===== src/rtl/if_prefetch_queue_pkg.sv =====
// Shared types and helpers for the prefetching instruction-fetch stage.
package if_prefetch_queue_pkg;

  localparam int PC_W           = 32;
  localparam int INST_W         = 32;
  localparam int IF_TO_ID_WIDTH = PC_W + INST_W;
  localparam logic [PC_W-1:0] PC_STEP = 32'd4;

  typedef enum logic [0:0] {
    ST_RUN    = 1'b0,
    ST_FLUSHD = 1'b1
  } ctrl_state_t;

  typedef struct packed {
    logic [PC_W-1:0]   pc;
    logic [INST_W-1:0] inst;
  } if_to_id_t;

  // Next fetch address: predicted target on a hit, else sequential (wraps mod 2^32).
  function automatic logic [PC_W-1:0] next_fetch_pc(input logic [PC_W-1:0] pc,
                                                    input logic            taken,
                                                    input logic [PC_W-1:0] target);
    logic [PC_W-1:0] npc;
    if (taken) begin
      npc = target;
    end else begin
      npc = pc + PC_STEP;
    end
    return npc;
  endfunction

endpackage


===== src/rtl/if_prefetch_queue_chk.sv =====
// Simulation-only invariants of the prefetch queue's credit scheme.
module if_prefetch_queue_chk #(
  parameter int DEPTH           = 4,
  parameter int MAX_OUTSTANDING = 2,
  parameter int CNT_W           = 3
) (
  input logic             clk,
  input logic             rst,
  input logic [CNT_W-1:0] outstanding,
  input logic [CNT_W-1:0] q_count,
  input logic             q_push,
  input logic             q_pop,
  input logic             q_full
);

  a_outstanding: assert property (@(posedge clk) disable iff (!rst)
    outstanding <= CNT_W'(MAX_OUTSTANDING));

  a_credit: assert property (@(posedge clk) disable iff (!rst)
    ({1'b0, outstanding} + {1'b0, q_count}) <= (CNT_W+1)'(DEPTH));

  a_no_overflow: assert property (@(posedge clk) disable iff (!rst)
    !(q_push && q_full && !q_pop));

endmodule


===== src/rtl/if_prefetch_queue_fifo_sync.sv =====
// Small synchronous FIFO with clear; storage is reset so the head reads zero out of reset.
module if_prefetch_queue_fifo_sync #(
  parameter int W     = 32,
  parameter int DEPTH = 4
) (
  input  logic                         clk,
  input  logic                         rst,
  input  logic                         clear,
  input  logic                         push,
  input  logic [W-1:0]                 din,
  input  logic                         pop,
  output logic [W-1:0]                 dout,
  output logic                         full,
  output logic                         empty,
  output logic [$clog2(DEPTH+1)-1:0]   count
);

  localparam int PW = (DEPTH > 1) ? $clog2(DEPTH) : 1;
  localparam int CW = $clog2(DEPTH+1);

  logic [W-1:0]  mem [DEPTH];
  logic [PW-1:0] wr_ptr;
  logic [PW-1:0] rd_ptr;
  logic          do_push;
  logic          do_pop;

  function automatic logic [PW-1:0] ptr_inc(input logic [PW-1:0] p);
    return (p == PW'(DEPTH-1)) ? '0 : p + 1'b1;
  endfunction

  assign empty   = (count == '0);
  assign full    = (count == CW'(DEPTH));
  assign do_pop  = pop & ~empty;
  assign do_push = push & (~full | do_pop);
  assign dout    = mem[rd_ptr];

  // Pointer, count and storage update; clear empties the FIFO without touching storage.
  always_ff @(posedge clk or negedge rst) begin
    if (!rst) begin
      for (int i = 0; i < DEPTH; i++) begin
        mem[i] <= '0;
      end
      wr_ptr <= '0;
      rd_ptr <= '0;
      count  <= '0;
    end else if (clear) begin
      wr_ptr <= '0;
      rd_ptr <= '0;
      count  <= '0;
    end else begin
      if (do_push) begin
        mem[wr_ptr] <= din;
        wr_ptr      <= ptr_inc(wr_ptr);
      end
      if (do_pop) begin
        rd_ptr <= ptr_inc(rd_ptr);
      end
      case ({do_push, do_pop})
        2'b10:   count <= count + 1'b1;
        2'b01:   count <= count - 1'b1;
        default: count <= count;
      endcase
    end
  end

endmodule


===== src/rtl/if_prefetch_queue.sv =====
// Pipelined instruction fetch: in-order requests in flight, fetched {pc,inst} queued for ID.
module if_prefetch_queue
  import if_prefetch_queue_pkg::*;
#(
  parameter int          DEPTH           = 4,
  parameter int          MAX_OUTSTANDING = 2,
  parameter logic [31:0] RESET_PC        = 32'h0000_0000
) (
  input  logic                      clk,
  input  logic                      rst,
  output logic                      inst_req_valid,
  input  logic                      inst_req_ready,
  output logic [31:0]               PC,
  input  logic [31:0]               Instruction,
  input  logic                      Inst_Valid,
  output logic                      Inst_Ready,
  input  logic                      pred_taken,
  input  logic [31:0]               pred_target,
  input  logic                      flush,
  input  logic [31:0]               flush_pc,
  input  logic                      MemRead,
  output logic                      IF_to_ID_valid,
  input  logic                      ID_ready,
  output logic [IF_TO_ID_WIDTH-1:0] IF_to_ID_data
);

  localparam int CNT_W     = $clog2(DEPTH+1);
  localparam int TAG_CNT_W = $clog2(MAX_OUTSTANDING+1);
  localparam logic [CNT_W:0]   DEPTH_C   = (CNT_W+1)'(DEPTH);
  localparam logic [CNT_W-1:0] MAX_OUT_C = CNT_W'(MAX_OUTSTANDING);

  ctrl_state_t          state;
  ctrl_state_t          state_next;
  logic [CNT_W-1:0]     drop;
  logic [CNT_W-1:0]     drop_next;
  logic [CNT_W-1:0]     outstanding;
  logic [CNT_W-1:0]     q_count;
  logic [CNT_W:0]       credit;
  logic [TAG_CNT_W-1:0] tag_count;
  logic [31:0]          fetch_pc;
  logic [31:0]          tag_pc;
  logic                 run;
  logic                 tag_full;
  logic                 tag_empty;
  logic                 q_full;
  logic                 q_empty;
  logic                 req_fire;
  logic                 resp_fire;
  logic                 discard;
  logic                 q_push;
  logic                 id_fire;
  if_to_id_t            q_din;

  // The tag FIFO holds exactly one address per request in flight.
  assign outstanding = CNT_W'(tag_count);
  assign credit      = {1'b0, outstanding} + {1'b0, q_count};

  // Queue space is reserved at request time, so responses can always be accepted.
  assign inst_req_valid = run & ~flush & ~MemRead & ~tag_full &
                          (outstanding < MAX_OUT_C) & (credit < DEPTH_C);
  assign req_fire       = inst_req_valid & inst_req_ready;
  assign resp_fire      = Inst_Valid & ~tag_empty;
  assign discard        = flush | (state == ST_FLUSHD);
  assign q_push         = resp_fire & ~discard;
  assign q_din          = '{pc: tag_pc, inst: Instruction};

  assign PC             = fetch_pc;
  assign Inst_Ready     = run;
  assign IF_to_ID_valid = ~q_empty & ~flush;
  assign id_fire        = IF_to_ID_valid & ID_ready;

  if_prefetch_queue_fifo_sync #(.W(32), .DEPTH(MAX_OUTSTANDING)) u_tag_fifo (
    .clk   (clk),
    .rst   (rst),
    .clear (1'b0),
    .push  (req_fire),
    .din   (fetch_pc),
    .pop   (resp_fire),
    .dout  (tag_pc),
    .full  (tag_full),
    .empty (tag_empty),
    .count (tag_count)
  );

  if_prefetch_queue_fifo_sync #(.W(IF_TO_ID_WIDTH), .DEPTH(DEPTH)) u_inst_queue (
    .clk   (clk),
    .rst   (rst),
    .clear (flush),
    .push  (q_push),
    .din   (q_din),
    .pop   (id_fire),
    .dout  (IF_to_ID_data),
    .full  (q_full),
    .empty (q_empty),
    .count (q_count)
  );

  // Stale-response accounting and control state; a flush marks everything in flight stale.
  always_comb begin
    drop_next  = drop;
    state_next = state;
    if (flush) begin
      drop_next = outstanding - CNT_W'(resp_fire);
    end else if (resp_fire && (drop != '0)) begin
      drop_next = drop - 1'b1;
    end else begin
      drop_next = drop;
    end
    if (flush) begin
      state_next = (drop_next != '0) ? ST_FLUSHD : ST_RUN;
    end else begin
      case (state)
        ST_RUN:    state_next = ST_RUN;
        ST_FLUSHD: state_next = (drop_next == '0) ? ST_RUN : ST_FLUSHD;
        default:   state_next = ST_RUN;
      endcase
    end
  end

  // Control state, fetch address and the post-reset run flag.
  always_ff @(posedge clk or negedge rst) begin
    if (!rst) begin
      state    <= ST_RUN;
      drop     <= '0;
      fetch_pc <= RESET_PC;
      run      <= 1'b0;
    end else begin
      state <= state_next;
      drop  <= drop_next;
      run   <= 1'b1;
      if (flush) begin
        fetch_pc <= flush_pc;
      end else if (req_fire) begin
        fetch_pc <= next_fetch_pc(fetch_pc, pred_taken, pred_target);
      end else begin
        fetch_pc <= fetch_pc;
      end
    end
  end

  if_prefetch_queue_chk #(
    .DEPTH           (DEPTH),
    .MAX_OUTSTANDING (MAX_OUTSTANDING),
    .CNT_W           (CNT_W)
  ) u_chk (
    .clk         (clk),
    .rst         (rst),
    .outstanding (outstanding),
    .q_count     (q_count),
    .q_push      (q_push),
    .q_pop       (id_fire),
    .q_full      (q_full)
  );

endmodule


===== config.mk =====
export PLATFORM = sky130hd
export DESIGN_NAME = if_prefetch_queue
export DESIGN_NICKNAME = d
export VERILOG_FILES = /design/src/rtl/if_prefetch_queue_pkg.sv /design/src/rtl/if_prefetch_queue_chk.sv /design/src/rtl/if_prefetch_queue_fifo_sync.sv /design/src/rtl/if_prefetch_queue.sv
export SDC_FILE = /design/constraint.sdc
export NUM_CORES = 1
export LEC_CHECK = 0
export CAP_MARGIN = 20
export CORE_ASPECT_RATIO = 1.1
export CORE_MARGIN = 2
export CORE_UTILIZATION = 52
export CTS_CLUSTER_SIZE = 24
export DETAILED_ROUTE_END_ITERATION = 10
export PLACE_DENSITY = 0.75
export SLEW_MARGIN = 30
export SYNTH_ARGS = -nofsm -noshare
export SYNTH_HDL_FRONTEND = slang
export SYNTH_SLANG_ARGS = --single-unit

===== constraint.sdc =====
create_clock -name clk -period 5.3 [get_ports clk]
set_input_delay 1.325 -clock clk [delete_from_list [all_inputs] [get_ports clk]]
set_output_delay 1.325 -clock clk [all_outputs]
set_load 0.05 [all_outputs]

# After elaboration in Yosys (flattened, before gate mapping)
# Cells that the tools add are included.
[word_totals] reg_bits=368 out_inout_bits=99 word_cells=119
[op_classes] addsub=12 magnitude_cmp=8 n_eq_ne=8 n_mux=32 bitwise_logic=29 n_reduce_logical=14
[op_table] cell="256-bit bitwise mux" n=1
[op_table] cell="32-bit two-way mux" n=7
[op_table] cell="64-bit two-way mux" n=3
[op_table] cell="64-bit binary-select mux with 2-bit select" n=1
[op_table] cell="64-bit demux with 2-bit select" n=1
[op_table] cell="64-bit bitwise mux" n=1
[op_table] cell="32-bit by 3-bit adder with 32-bit output, second input constant" n=1
[op_table] cell="32-bit demux with 1-bit select" n=1
[op_table] cell="1-bit AND" n=14
[op_table] cell="2-bit two-way mux" n=6
[op_table] cell="2-bit == test, second input constant" n=5
[op_table] cell="3-bit two-way mux" n=3
[op_table] cell="3-bit nonzero test" n=3
[op_table] cell="1-bit NOT" n=8
[op_table] cell="2-bit nonzero test" n=4
[op_table] cell="2-bit by 1-bit adder with 2-bit output, second input constant" n=3
[op_table] cell="3-bit >= comparator, second input constant" n=2
[op_table] cell="3-bit zero test" n=2
[op_table] cell="2-bit NOT with 3-bit output" n=2
[op_table] cell="3-bit case mux with 2 select lines" n=1
[op_table] cell="3-bit by 1-bit subtractor with 3-bit output, second input constant" n=2
[op_table] cell="1-bit two-way mux" n=5
[op_table] cell="2-bit by 3-bit adder with 4-bit output" n=1
[op_table] cell="2-bit by 1-bit == test with 1-bit output, second input constant" n=2
[op_table] cell="other kinds (17)" n=24

# Depth between registers and ports, before layout
# Gate-level depths: netlist of the first run.
[depth] word_depth=10 depth_mapped=10 mapped_depth_nobuf=8

# Modules after synthesis
# Synthesis of the first run repeated with hierarchy kept, for this count alone.
[unflattened] hier_cells=1203 hier_area_um2=18345.1
[modules_own_cells] module="if_prefetch_queue_fifo_sync (u_inst_queue)" n_inst=1 cells_each=679 area_each_um2=12563.3 seq_area_each_um2=6581.3
[modules_own_cells] module="if_prefetch_queue_fifo_sync (u_tag_fifo)" n_inst=1 cells_each=196 area_each_um2=3126.7 seq_area_each_um2=1701.6
[modules_own_cells] module="if_prefetch_queue" n_inst=1 cells_each=328 area_each_um2=2655.0 seq_area_each_um2=925.9

# Least setup slack after synthesis of the first run
# OpenSTA, ideal clock, no wires.
[synth_timing] path_type="input to output" from="input port flush" to="output port IF_to_ID_valid" t_arrival_ns=2.553 t_required_ns=3.975 slack_ns=1.422 stages=4 path_buffers=3 path_cell_list="buf_2 buf_1 clkbuf_1 nor2_1"
[synth_between] elab_chain_len=2
[synth_lines] element="from (decl)" line="if_prefetch_queue.sv:19" text="input logic flush,"
[synth_lines] element="1-bit NOT (no source line)"
[synth_lines] element="1-bit AND" line="if_prefetch_queue.sv:69" text="assign IF_to_ID_valid = ~q_empty & ~flush;"
[synth_lines] element="to (decl)" line="if_prefetch_queue.sv:22" text="output logic IF_to_ID_valid,"
# No other way between the ends.

# Final worst setup path of the first run
[layout_timing] from="register u_inst_queue.rd_ptr[0]" to="output port IF_to_ID_data[0]"
[layout_between] elab_chain_len=4
[layout_lines] element="from (decl)" line="if_prefetch_queue_fifo_sync.sv:23" text="logic [PW-1:0] rd_ptr;"
[layout_lines] element="from (signal assigned)" line="if_prefetch_queue_fifo_sync.sv:56" text="rd_ptr <= ptr_inc(rd_ptr);"
[layout_lines] element="2-bit NOT with 3-bit output (implied by the code)" line="if_prefetch_queue_fifo_sync.sv:35" text="assign dout = mem[rd_ptr];"
[layout_lines] element="64-bit binary-select mux with 2-bit select" line="if_prefetch_queue_fifo_sync.sv:35"
[layout_lines] element="64-bit two-way mux (implied by the code) (2 in a row)" line="if_prefetch_queue_fifo_sync.sv:35"
[layout_lines] element="to (decl)" line="if_prefetch_queue.sv:24" text="output logic [IF_TO_ID_WIDTH-1:0] IF_to_ID_data"
# No other way between the ends. The select of a mux whose other input is x is not followed.

==> results of run 1 <==
[worst min path at each step]
| stage | slack [ns] | endpoint | startpoint |
|---|---|---|---|
| after global routing | 0.51 | u_inst_queue.mem[43] | u_inst_queue.mem[43] |
| after detailed placement | 0.47 | u_inst_queue.mem[49] | u_inst_queue.mem[49] |
| after CTS | 0.48 | u_inst_queue.mem[108] | u_inst_queue.mem[108] |
| after floorplan | 0.44 | u_inst_queue.mem[100] | u_inst_queue.mem[100] |
| final | 0.48 | u_inst_queue.mem[111] | u_inst_queue.mem[111] |
| after global placement | 0.46 | u_inst_queue.mem[227] | u_inst_queue.mem[227] |
[power breakdown]
part | total [mW] | internal, mW | switching [mW] | leakage [nW]
sequential | 3.93 | 3.41 | 0.517 | 4.88
combinational | 3.39 | 1.45 | 1.94 | 3.52
clock | 2.93 | 1.83 | 1.10 | 0.678
[flip-flops by register name (all words and copies together) (netlist names)]
register,flops
u_inst_queue.mem,256
u_tag_fifo.count,2
PC,32
state,1
u_tag_fifo.mem,64
u_inst_queue.wr_ptr,2
Inst_Ready,1
u_tag_fifo.rd_ptr,1
u_inst_queue.count,3
u_tag_fifo.wr_ptr,1
drop,3
u_inst_queue.rd_ptr,2
[kinds of logic after synthesis]
group                    share of synthesized area, %
AND/OR/NAND/NOR                                  7.58
AO/OA/AOI/OAI                                    9.13
adder cells (fa/ha/maj)                          1.02
buffers and inverters                            2.93
XOR/XNOR                                        0.315
multiplexers                                     23.7
other                                          0.0225
flip-flops                                       55.3
[through the flow]
step / cell area [µm²] / setup slack (ns)
6_report: 20500 / 0.822
3_3_place_gp: 19100 / 1.25
3_5_place_dp: 19100 / 1.23
4_1_cts: 20500 / 0.755
2_1_floorplan: 16700 / 1.42
5_1_grt: 20500 / 0.631
[layer usage]
metal / vias up / track usage (%) / share of wire [%]
met3: 63 / 4.59 / 6.2
met5: - / 0 / 0
met1: 5858 / 33.7 / 43
li1: 5188 / - / -
met2: 404 / 40.0 / 48
met4: 0 / 6.28 / 2.2
[synthesized netlist by cell type (2+ instances only)]
master,instances
a31oi_1,4
nand4_1,13
a211oi_1,4
mux2_2,190
or3_1,3
nor2b_1,2
buf_1,6
ha_1,12
o21ai_0,156
o211ai_1,4
clkbuf_1,37
or4_2,2
o22a_1,9
a2bb2oi_1,4
a311oi_1,3
nand3_1,13
and2_1,2
and3_1,8
nor2_2,2
buf_4,3
nand2_1,165
o22ai_1,9
and4_1,2
nand2b_1,5
a21oi_1,41
nor4b_1,2
nand2_2,5
dfrtp_1,368
buf_2,44
mux2i_1,37
mux4_2,64
o21a_1,4
xnor2_1,6
nor3_1,9
nor4_2,2
nor2_1,34
inv_1,17
nor4_1,6
o31ai_1,3
o221ai_1,6
[cell type report]
cell class              instances  area (µm²)  area share (%)
flip-flops and latches        368        9220            45.0
inverters                      18        67.6           0.330
clock inverters                15         262            1.28
well taps                     420         526            2.56
repair buffers                229        2310            11.3
clock buffers                  54        1130            5.53
multi-input cells             852        6980            34.1
[critical path: cells and delay by family (launching register included)]
kind | cells | cell delay, ns
buf+inv | 2 | 1.06
flops | 1 | 0.98
mux | 1 | 0.58
==> summary.md, run 1 <==
| Metric | Value |
|---|---|
| Critical path destination | IF_to_ID_data[0] |
| Post-synthesis async set-or-reset flop share | between 90% and 100% |
| Slowest stage delay, CP | 0.98 ns |
| Site Rows | 68 |
| Worst skew pair latency | 0.51 ns |
| N_diodes | 0 |
| H-tree Lvls | 2 |
| Post-cts gate resize count | 0 |
| Root buffer cell | clkbuf_16 |
| Initial Util | 52.9% |
| Setup repair bufs after CTS | 0 |
| Hold crit path type | reg -> reg |
| Top cell type's share of synthesized area | 55.3% |
| CP arrival | around 3.2 ns |
| CP startpoint kind | register |
| Hold Fails Final Rpt | 0 |
| Syn_nets | 1447 |
| Tot GR Track Use | 24.3% |
| Status | completed |
| Peak VDD IR | 0.236 mV |
| Antenna-violating nets left | 0 |
| First-pass GRT wire length | between 60000 and 70000 µm |
| Commonest non-fill, non-tap cell in the layout | dfrtp_1 |
| Die Y | approximately 190 µm |
| Worst setup path startpoint | u_inst_queue.rd_ptr[0] |
| Relative slew slack | a little over a third |
| Final period util | 84.5% |
| Final core utilization | roughly 65% |
| Post-layout min period | between 4 and 5 ns |
| Unrepaired setup endpoints after global routing | false |
| DR vias/cell | around 6 |
| Num CTS Buffers | 38 |
| Area of the die | 0.0335 mm² |
| Area leader, netlist | dfrtp_1 |
| Clock transition at path regs | 0.06 ns |
| Synth warn | 0 |
| Critical path fanouts, max | 39 |
| Synth top area cells | dfrtp_1, mux2_2, mux4_2 |
| Core area | 0.0315 mm² |
| Critical-path cell list | buf_12 -> mux4_2 -> clkdlybuf4s50_1 |
| MaxCap Viol Count | 0 |
| Cells on worst reg2reg path | 8 |
| Via count | around 12000 |
| Design Power | ~10 mW |
| Chip width | ~170 µm |
| First-pass DRT Iterations | 6 |
| Sequential area share after synthesis | 55.3% |
| Layout area overhead | 23.0% |
| Largest net degree at the start of global routing | 122 |
| Clock Path Buffers | 3 |
| Post-Layout Cell Count | just under 2000 |
| Synth cell types | 64 |
| Ratio of cells with drive above 1 in the final layout | between 20% and 30% |
| Drt total wl | 40000 µm |
| Final setup TNS | 0 ns |
| Critical path class | reg -> out |
| Most frequent cells in the layout | dfrtp_1, clkdlybuf4s50_1, mux2_2, nand2_1, o21ai_0 |
| Dpl hpwl | between 20000 and 30000 µm |
| WL/cell | just over 20 µm |
| Endpoints failing setup | 0 |
| Setup crit end kind | output port |
| Avg Inst Size Synth | ~13 µm² |
| Critical R2R Launch | u_inst_queue.count[1] |
| # IOs | 203 |
| Final Hold Slack | around 0.48 ns |
| Slowest CP cell | dfrtp_4 |
| Slew Limit Fails | 0 |
| Top_reg_cell synth | dfrtp_1 |
| Post-Place Cells | between 1500 and 2000 |
| FILL cells | between 2000 and 2500 |
| FF-to-FF setup slack | between 2 and 2.5 ns |
| CTS Hold Bufs | 0 |
| Vias in the first global route | between 10000 and 15000 |
| CP required | ~4 ns |
| Worst-margin pin slew | approximately 0.96 ns |
| Cells after Synth | between 1000 and 1500 |
| Initial antenna violation count | 0 |
| #FFs+latches synth | about 370 |
| Nets | around 1600 |
| DRT iter0 DRCs | 804 |
| TritonCTS clock tree | built |
| Gp weighted congestion | 0.859 |
| Power per cell area | 500 mW/mm² |
| Global route total overflow | 0 |
| Worst reg2reg path endpoint | u_tag_fifo.mem[37] |
| Post-Syn Area | between 0.015 and 0.02 mm² |
| Post-route DRC | 0 |
| Worst Hold Depth | 2 |
| FMAX | 0.223 GHz |
| Post-synth EDFFs | 0 |
| P_leak | 9.08 nW |
| CTS sink cnt | around 370 |
| Clock Skew | 0.0130 ns |
| Port bufs | 202 |
(Power assumes the default switching activity.)
==> run 2: changes to the inputs <==
--- a/config.mk
+++ b/config.mk
@@ -8,10 +8,10 @@
 export CAP_MARGIN = 20
 export CORE_ASPECT_RATIO = 1.1
 export CORE_MARGIN = 2
-export CORE_UTILIZATION = 52
+export CORE_UTILIZATION = 51
 export CTS_CLUSTER_SIZE = 24
 export DETAILED_ROUTE_END_ITERATION = 10
-export PLACE_DENSITY = 0.75
+export PLACE_DENSITY = 0.77
 export SLEW_MARGIN = 30
 export SYNTH_ARGS = -nofsm -noshare
 export SYNTH_HDL_FRONTEND = slang
==> constraint.sdc (replaced) <==
create_clock -name clk -period 4.1 [get_ports clk]
set_input_delay 1.025 -clock clk [delete_from_list [all_inputs] [get_ports clk]]
set_output_delay 1.025 -clock clk [all_outputs]
set_load 0.05 [all_outputs]
==> run 2 against run 1 <==
Compared with the run above:
- register-to-register slack worse by 0.92 ns
- final cell count increased by 1.1%
- clock power rose by 24%
- first-iteration DRC count increased by 1.7%
- worst hold slack hardly changed
- sequential cell count is the same
- critical path type unchanged
==> summary.md, run 2 (synthesis gave the netlist of run 1 again) <==
| Metric | Value |
|---|---|
| Status | completed |
| CP startpoint kind | register |
| Worst skew pair latency | 0.52 ns |
| Worst reg2reg path endpoint | u_tag_fifo.mem[43] |
| Peak VDD IR | around 0.34 mV |
| Clock Skew | approximately 0.027 ns |
| WL/cell | just over 20 µm |
| Final period util | a little over 90% |
| Root buffer cell | clkbuf_16 |
| Post-Layout Cell Count | 1978 |
| Layout area overhead | 23.9% |
| Setup crit end kind | output port |
| P_leak | just over 9 nW |
| N_diodes | 0 |
| CP arrival | 2.81 ns |
| MaxCap Viol Count | 0 |
| Area post-placement | between 0.015 and 0.02 mm² |
| Bufs and invs on worst path | 2 |
| Drt total wl | slightly above 40000 µm |
| Delay-heaviest family, CP | buffers and inverters |
| FMAX | ~0.26 GHz |
| Initial Util | between 50% and 60% |
| # IOs | just over 200 |
| Chip width | ~180 µm |
| Critical path fanouts, max | 15 |
| Dpl hpwl | between 20000 and 30000 µm |
| Tot GR Track Use | about a quarter |
| Power per cell area | 637 mW/mm² |
| Antenna-violating nets left | 0 |
| Post-Place Cells | ~1900 |
| Commonest non-fill, non-tap cell in the layout | dfrtp_1 |
| Critical-path cell list | buf_4 -> mux4_2 -> clkdlybuf4s50_1 |
| Area of the die | 0.0341 mm² |
| H-tree Lvls | 2 |
| Cells on worst reg2reg path | 7 |
| Number of flip-flops in the largest register | roughly 260 |
| Final core utilization | ~64% |
| Unrepaired setup endpoints after global routing | false |
| Hold Fails Final Rpt | 0 |
| Relative slew slack | 46.4% |
| Critical path class | reg -> out |
| CP required | about 3.1 ns |
| Post-route DRC | 0 |
| Slew Limit Fails | 0 |
| Site Rows | slightly below 70 |
| DR vias/cell | 5.89 |
| Slowest stage delay, CP | approximately 0.7 ns |
| Nets | between 1500 and 2000 |
| Via count | 11600 |
| Most frequent cells in the layout | dfrtp_1, clkdlybuf4s50_1, mux2_2, nand2_1, o21ai_0 |
| Gp weighted congestion | between 0.8 and 0.9 |
| Clock Path Buffers | 3 |
| Initial antenna violation count | 0 |
| Final setup TNS | 0 ns |
| CTS sink cnt | approximately 370 |
| Critical R2R Launch | u_inst_queue.count[1] |
| Endpoints failing setup | 0 |
| Final Cell Area | roughly 0.021 mm² |
| DRT iter0 DRCs | a little over 800 |
| Vias in the first global route | 12300 |
| Die Y | approximately 190 µm |
| Post-layout min period | 3.83 ns |
| Slowest CP cell | clkdlybuf4s50_1 |
| CTS Hold Bufs | 0 |
| Global route total overflow | 0 |
| Critical path destination | IF_to_ID_data[41] |
| TritonCTS clock tree | built |
| FF-to-FF setup slack | between 1 and 1.5 ns |
| Worst-margin pin slew | between 0.7 and 0.8 ns |
| Worst setup path startpoint | u_inst_queue.rd_ptr[0] |
| Setup repair bufs after CTS | 0 |
| Largest net degree at the start of global routing | 87 |
| Num CTS Buffers | 39 |
| First-pass GRT wire length | about 67000 µm |
| Critical path depth | 3 |
| First-pass DRT Iterations | 5 |
| Port bufs | between 200 and 250 |
| Final Hold Slack | approximately 0.47 ns |
| Core area | approximately 0.032 mm² |
| Post-cts gate resize count | 0 |
| Biggest register | u_inst_queue.mem |
| Hold crit path type | reg -> reg |
| Ratio of cells with drive above 1 in the final layout | about a quarter |
| Clock transition at path regs | 0.06 ns |
## run 2: worst min-delay path by stage
stage / from / end / depth (start not counted)
after floorplan: u_inst_queue.mem[100] / u_inst_queue.mem[100] / 2
after global placement: u_inst_queue.mem[160] / u_inst_queue.mem[160] / 2
after detailed placement: u_inst_queue.mem[35] / u_inst_queue.mem[35] / 2
after CTS: u_inst_queue.mem[57] / u_inst_queue.mem[57] / 2
after global routing: u_inst_queue.mem[35] / u_inst_queue.mem[35] / 2
final: u_inst_queue.mem[255] / u_inst_queue.mem[255] / 2
## run 2: per-stage QoR
stage | power, mW | worst slack, ns
2_1_floorplan | 8.02 | 0.822
3_3_place_gp | 9.43 | 0.645
3_5_place_dp | 9.58 | 0.607
4_1_cts | 13.2 | 0.0383
5_1_grt | 13.8 | 0.125
6_report | 13.1 | 0.266
## run 2: tightest hold or removal path, delay by kind of cell, from the launching register on
kind / cells / cell delay, ns
AOI/OAI and AO/OA: 1 / 0.06
DFF: 1 / 0.34
and+or+nand+nor: 1 / 0.04
## run 2: where the power goes
group	internal, mW	switching, mW
logic	1.92	2.55
clock network	2.20	1.42
registers	4.42	0.638
total	8.54	4.61
## run 2: cell type report
cell class	instances	area (µm²)
fillers	2375	11600
flip-flops and latches	368	9220
multi-input cells	852	6980
repair buffers	245	2530
clock buffers	56	1110
well taps	426	533
clock inverters	13	208
inverters	18	67.6
## run 2: layer usage
layer | up-vias | wire [µm] | track usage [%] | share of wire, %
met3 | 80 | 2610 | 3.91 | 6.4
met4 | 0 | 1290 | 8.11 | 3.2
met1 | 5900 | 17200 | 34.0 | 42
met5 | - | 0 | 0 | 0
li1 | 5217 | - | - | -
met2 | 444 | 19700 | 39.9 | 48
==> RTL edit 1: new RTL, config.mk and constraints of run 2 <==
`MAX_OUTSTANDING` is set to 2 in 2 places; all go to 1.
--- a/src/rtl/if_prefetch_queue_chk.sv
+++ b/src/rtl/if_prefetch_queue_chk.sv
@@ -2,5 +2,5 @@
 module if_prefetch_queue_chk #(
   parameter int DEPTH           = 4,
-  parameter int MAX_OUTSTANDING = 2,
+  parameter int MAX_OUTSTANDING = 1,
   parameter int CNT_W           = 3
 ) (
--- a/src/rtl/if_prefetch_queue.sv
+++ b/src/rtl/if_prefetch_queue.sv
@@ -4,5 +4,5 @@
 #(
   parameter int          DEPTH           = 4,
-  parameter int          MAX_OUTSTANDING = 2,
+  parameter int          MAX_OUTSTANDING = 1,
   parameter logic [31:0] RESET_PC        = 32'h0000_0000
 ) (
Function: changed (Yosys sat finds a counterexample within 4 cycles, from zero or initial values and one cycle with rst low).
==> RTL edit 1 against run 2 <==
Worst setup slack got worse by 0.066 ns. Synthesized area shrank 7.9%. Sequential cell count decreased by 35. Count of clock-buffer cells in the layout fell by 3. Critical path depth unchanged. Cell area decreased by 7.4%. Die area down 7.8%. Global-route usage down 0.55 points. Sequential power fell by 21%. Power shrank 25%. Wire length shrank 9.3%.
==> RTL edit 1: results (changes against run 2) <==
stage	metric	value	unit	change
timing	Max-slew headroom	0.541		+0.0779
grt	first-pass GRT wire length	59000	µm	-11%
setup_path	FF-to-FF End	PC[26]		
clock_network	CTS Buf Count	35		-10%
synth	largest cells by area after synthesis	dfrtp_1, mux2_2, mux4_2, mux2_1, nand2_1		
clock_network	Clock Path Buffers	3		unchanged
run_status	outcome	finished, final reports clean		
final_layout	# nets final	1445		-12%
final_layout	Filler Cell Count	2185		-8.0%
grt	number of global-route vias before repair	10744		-12%
setup_path	Worst Path Max Fanout	26		+11
placed_design	hpwl dp	24600	µm	-10%
power	maximum VDD drop	0.000292	V	-14%
timing	Hold Slack	0.395	ns	-0.0803 ns
synth	sequential fraction of the synthesis area	0.543		-0.00944
synth	adder-cell area share of the yosys netlist	0.00783		-0.00238
hold_path	Hold Crit Class	in -> async		
final_layout	ratio of cells with drive above 1 in the final layout	0.292		+0.0483
setup_path	r2r setup slk	1.54	ns	+0.05 ns
synth	Synth Area in Compound Gates	0.0599		-0.0314
setup_path	reg2reg path depth	5		-2
synth	post-synth cell types	62		-3.1%
synth	Synth Area in XOR/XNOR	0.000571		-0.00258
detailed_routing	Detail Route met2 WL	17600	µm	-11%
grt	initial antenna violation count	1		+1
grt	total track usage	0.240		-0.00549
synth	Mapped Avg Cell Area	13.6	µm²	+8.6%
final_layout	Cell Count, Final, Fillers Out	1732		-12%
setup_path	reg2reg start	PC[3]		
synth	Mapped Nets	1240		-14%
final_layout	Largest register FFs	256		unchanged
detailed_routing	WL final	37000	µm	-9.3%
timing	Setup Skew	0.0165	ns	-0.0104 ns
placed_design	Place WS	0.664	ns	+0.0575 ns
synth	post-synthesis mux area share	0.288		+0.0509
detailed_routing	Iteration-0 DRC Markers	634		-22%
synth	top cells by count, synth	dfrtp_1, mux2_2, nand2_1		
==> RTL edit 1: changes by cell type in the layout (fill, tap and decap cells not counted), sizes merged, moves of 6 or more <==
cell,delta
dfrtp,-35
mux2,+69
o21ai,-131
a31oi,+8
mux2i,-31
nand2,-53
and3,-6
==> RTL edit 1: how the worst max path moves through the flow <==
stage                           startpoint                   end  depth (start not counted)  slack [ns]
floorplan                            flush        inst_req_valid                          3        0.68
global placement    u_inst_queue.rd_ptr[0]     IF_to_ID_data[47]                          3        0.67
detailed placement                   flush  u_inst_queue.mem[56]                          7        0.66
CTS                 u_inst_queue.rd_ptr[0]     IF_to_ID_data[47]                          3        0.13
global route        u_inst_queue.rd_ptr[0]     IF_to_ID_data[47]                          3        0.09
finish              u_inst_queue.rd_ptr[0]     IF_to_ID_data[45]                          3        0.20
==> RTL edit 1: critical path, cell delays in order (launching register included) <==
cell             delay, ns
dfrtp_4               0.78
buf_4                 0.30
mux4_2                0.56
clkdlybuf4s50_1       0.72
==> RTL edit 1: per-layer routing <==
| layer | track usage | up-vias |
|---|---|---|
| li1 | - | 4555 |
| met1 | 0.330 | 5255 |
| met2 | 0.391 | 364 |
| met3 | 0.0502 | 70 |
| met4 | 0.0667 | 0 |
| met5 | 0 | - |
==> RTL edit 1: area by class of cell <==
type	count	area (µm²)	area share
Inverter	18	67.6	0.00353
Tap cell	374	468	0.0245
Multi-Input combinational cell	703	6560	0.343
Timing Repair Buffer	241	2520	0.132
Clock inverter	9	101	0.00530
Clock buffer	53	1060	0.0552
Sequential cell	333	8340	0.436
Antenna cell	1	2.50	0.000131
==> RTL edit 1: power breakdown <==
group	switching, mW	internal, mW
sequential	0.349	3.67
combinational	1.57	1.07
clock	1.27	1.91
==> RTL edit 2: new RTL, settings of run 2 <==
Made on the original files. Make the reset (`rst`) synchronous in 2 clocked blocks.
--- a/src/rtl/if_prefetch_queue_fifo_sync.sv
+++ b/src/rtl/if_prefetch_queue_fifo_sync.sv
@@ -36,5 +36,5 @@
 
   // Pointer, count and storage update; clear empties the FIFO without touching storage.
-  always_ff @(posedge clk or negedge rst) begin
+  always_ff @(posedge clk) begin
     if (!rst) begin
       for (int i = 0; i < DEPTH; i++) begin
--- a/src/rtl/if_prefetch_queue.sv
+++ b/src/rtl/if_prefetch_queue.sv
@@ -119,5 +119,5 @@
 
   // Control state, fetch address and the post-reset run flag.
-  always_ff @(posedge clk or negedge rst) begin
+  always_ff @(posedge clk) begin
     if (!rst) begin
       state    <= ST_RUN;
Behaviour: differs if rst is asserted again (counterexample within 4 cycles, from zero or initial values and one cycle with rst low); with rst held inactive, the same outputs for 4 cycles.
==> RTL edit 2 against run 2 <==
Worst setup slack worse by 0.0048 ns. Synthesized area hardly changed. Critical path depth is the same. Cell area shrank 0.83%. Register-to-register slack got worse by 0.06 ns. Sequential cell count increased by 3. Wire length down 7.3%. Count of clock-buffer cells in the layout shrank 5. Critical endpoint is now IF_to_ID_data[33].
Power is not compared: it rests on default switching activity, and its combinational part moved more than twofold at a synthesized area within 25%.
==> RTL edit 2: results (changes against run 2) <==
stage	metric	value	unit	change
synth	top cells by count, synth	edfxtp_1, and2_1, nor2_1		
final_layout	Layout clock buffers	51		-8.9%
grt	total track usage	0.221		-0.0244
synth	synthesized instance count	1218		-8.4%
detailed_routing	metal1 wirelength	15700	µm	-9.0%
setup_path	reg2reg start	PC[3]		
final_layout	# nets final	1530		-6.8%
setup_path	FF-to-FF End	PC[16]		
placed_design	Place WS	0.544	ns	-0.0627 ns
grt	GR Util met1	0.297		-0.0433
synth	sequential fraction of the synthesis area	0.638		+0.0856
setup_path	Crit Path Category	reg -> out		
grt	largest net degree at the start of global routing	52		-40%
timing	Hold Slack	0.509	ns	+0.0342 ns
hold_path	hold wc startpoint	u_tag_fifo.rd_ptr		
detailed_routing	Detail Route met2 WL	18900	µm	-4.2%
grt	met3 Usage GRT	0.0383		-0.000786
setup_path	reg2reg path depth	6		-1
timing	Fmax	261	MHz	-0.12%
final_layout	layout buffering overhead excluding clock cells	0.119		-0.00374
placed_design	hpwl dp	24100	µm	-12%
grt	met2 Track Usage GR	0.376		-0.0225
clock_network	CTS Buf Count	37		-5.1%
synth	synthesized flop and latch total	371		+0.82%
final_layout	multi-input gate count	751		-12%
power	Design Power	8.42	mW	
run_status	outcome	finished, final reports clean		
placed_design	Placed Cells	1802		-5.6%
detailed_routing	met3 WL	2600	µm	-0.57%
timing	Setup Skew	0.0165	ns	-0.0103 ns
final_layout	Logic inverters	12		-6
final_layout	ratio of cells with drive above 1 in the final layout	0.134		-0.109
synth	number of flops mapped to enable cells by yosys	320		+320
final_layout	Filler Cell Count	2288		-3.7%
synth	async set-reset flop share out of synthesis	0		-1.00
synth	Mapped Nets	1333		-7.9%
placed_design	Routability Congestion	0.871		+5.3%
final_layout	clk cell area share	0.0573		-0.00655
grt	first-pass GRT wire length	59000	µm	-11%
final_layout	Multi-input gate area	0.00565	mm²	-19%
synth	post-synth cell types	69		+7.8%
synth	largest cells by area after synthesis	edfxtp_1, mux4_2, and2_1, dfxtp_1, nor2_1		
-- RTL edit 2: cell count changes after synthesis, moves of 7 or more --
| cell | delta |
|---|---|
| and2_1 | +195 |
| a22oi_1 | +7 |
| o22a_1 | -9 |
| mux2_2 | -189 |
| o21ai_0 | -127 |
| nor2_1 | +147 |
| nand2_1 | -136 |
| dfxtp_1 | +51 |
| buf_2 | -24 |
| dfrtp_1 | -368 |
| clkbuf_1 | +15 |
| edfxtp_1 | +320 |
-- RTL edit 2: tightest hold or removal path: stages, from the launching register on --
cell and delay (ns):
dfxtp_1 0.32, xnor2_1 0.08, nor2_1 0.07
-- RTL edit 2: kinds of logic (layout without fill, tap and decap cells) --
| group | Yosys count | in the layout | synth area share |
|---|---|---|---|
| simple gates | 480 | 480 | 0.155 |
| flops | 371 | 371 | 0.638 |
| compound gates | 148 | 148 | 0.0577 |
| mux | 103 | 103 | 0.110 |
| buf+inv | 96 | 321 | 0.0256 |
| fa+ha+maj | 11 | 11 | 0.00872 |
| xor+xnor | 9 | 9 | 0.00473 |
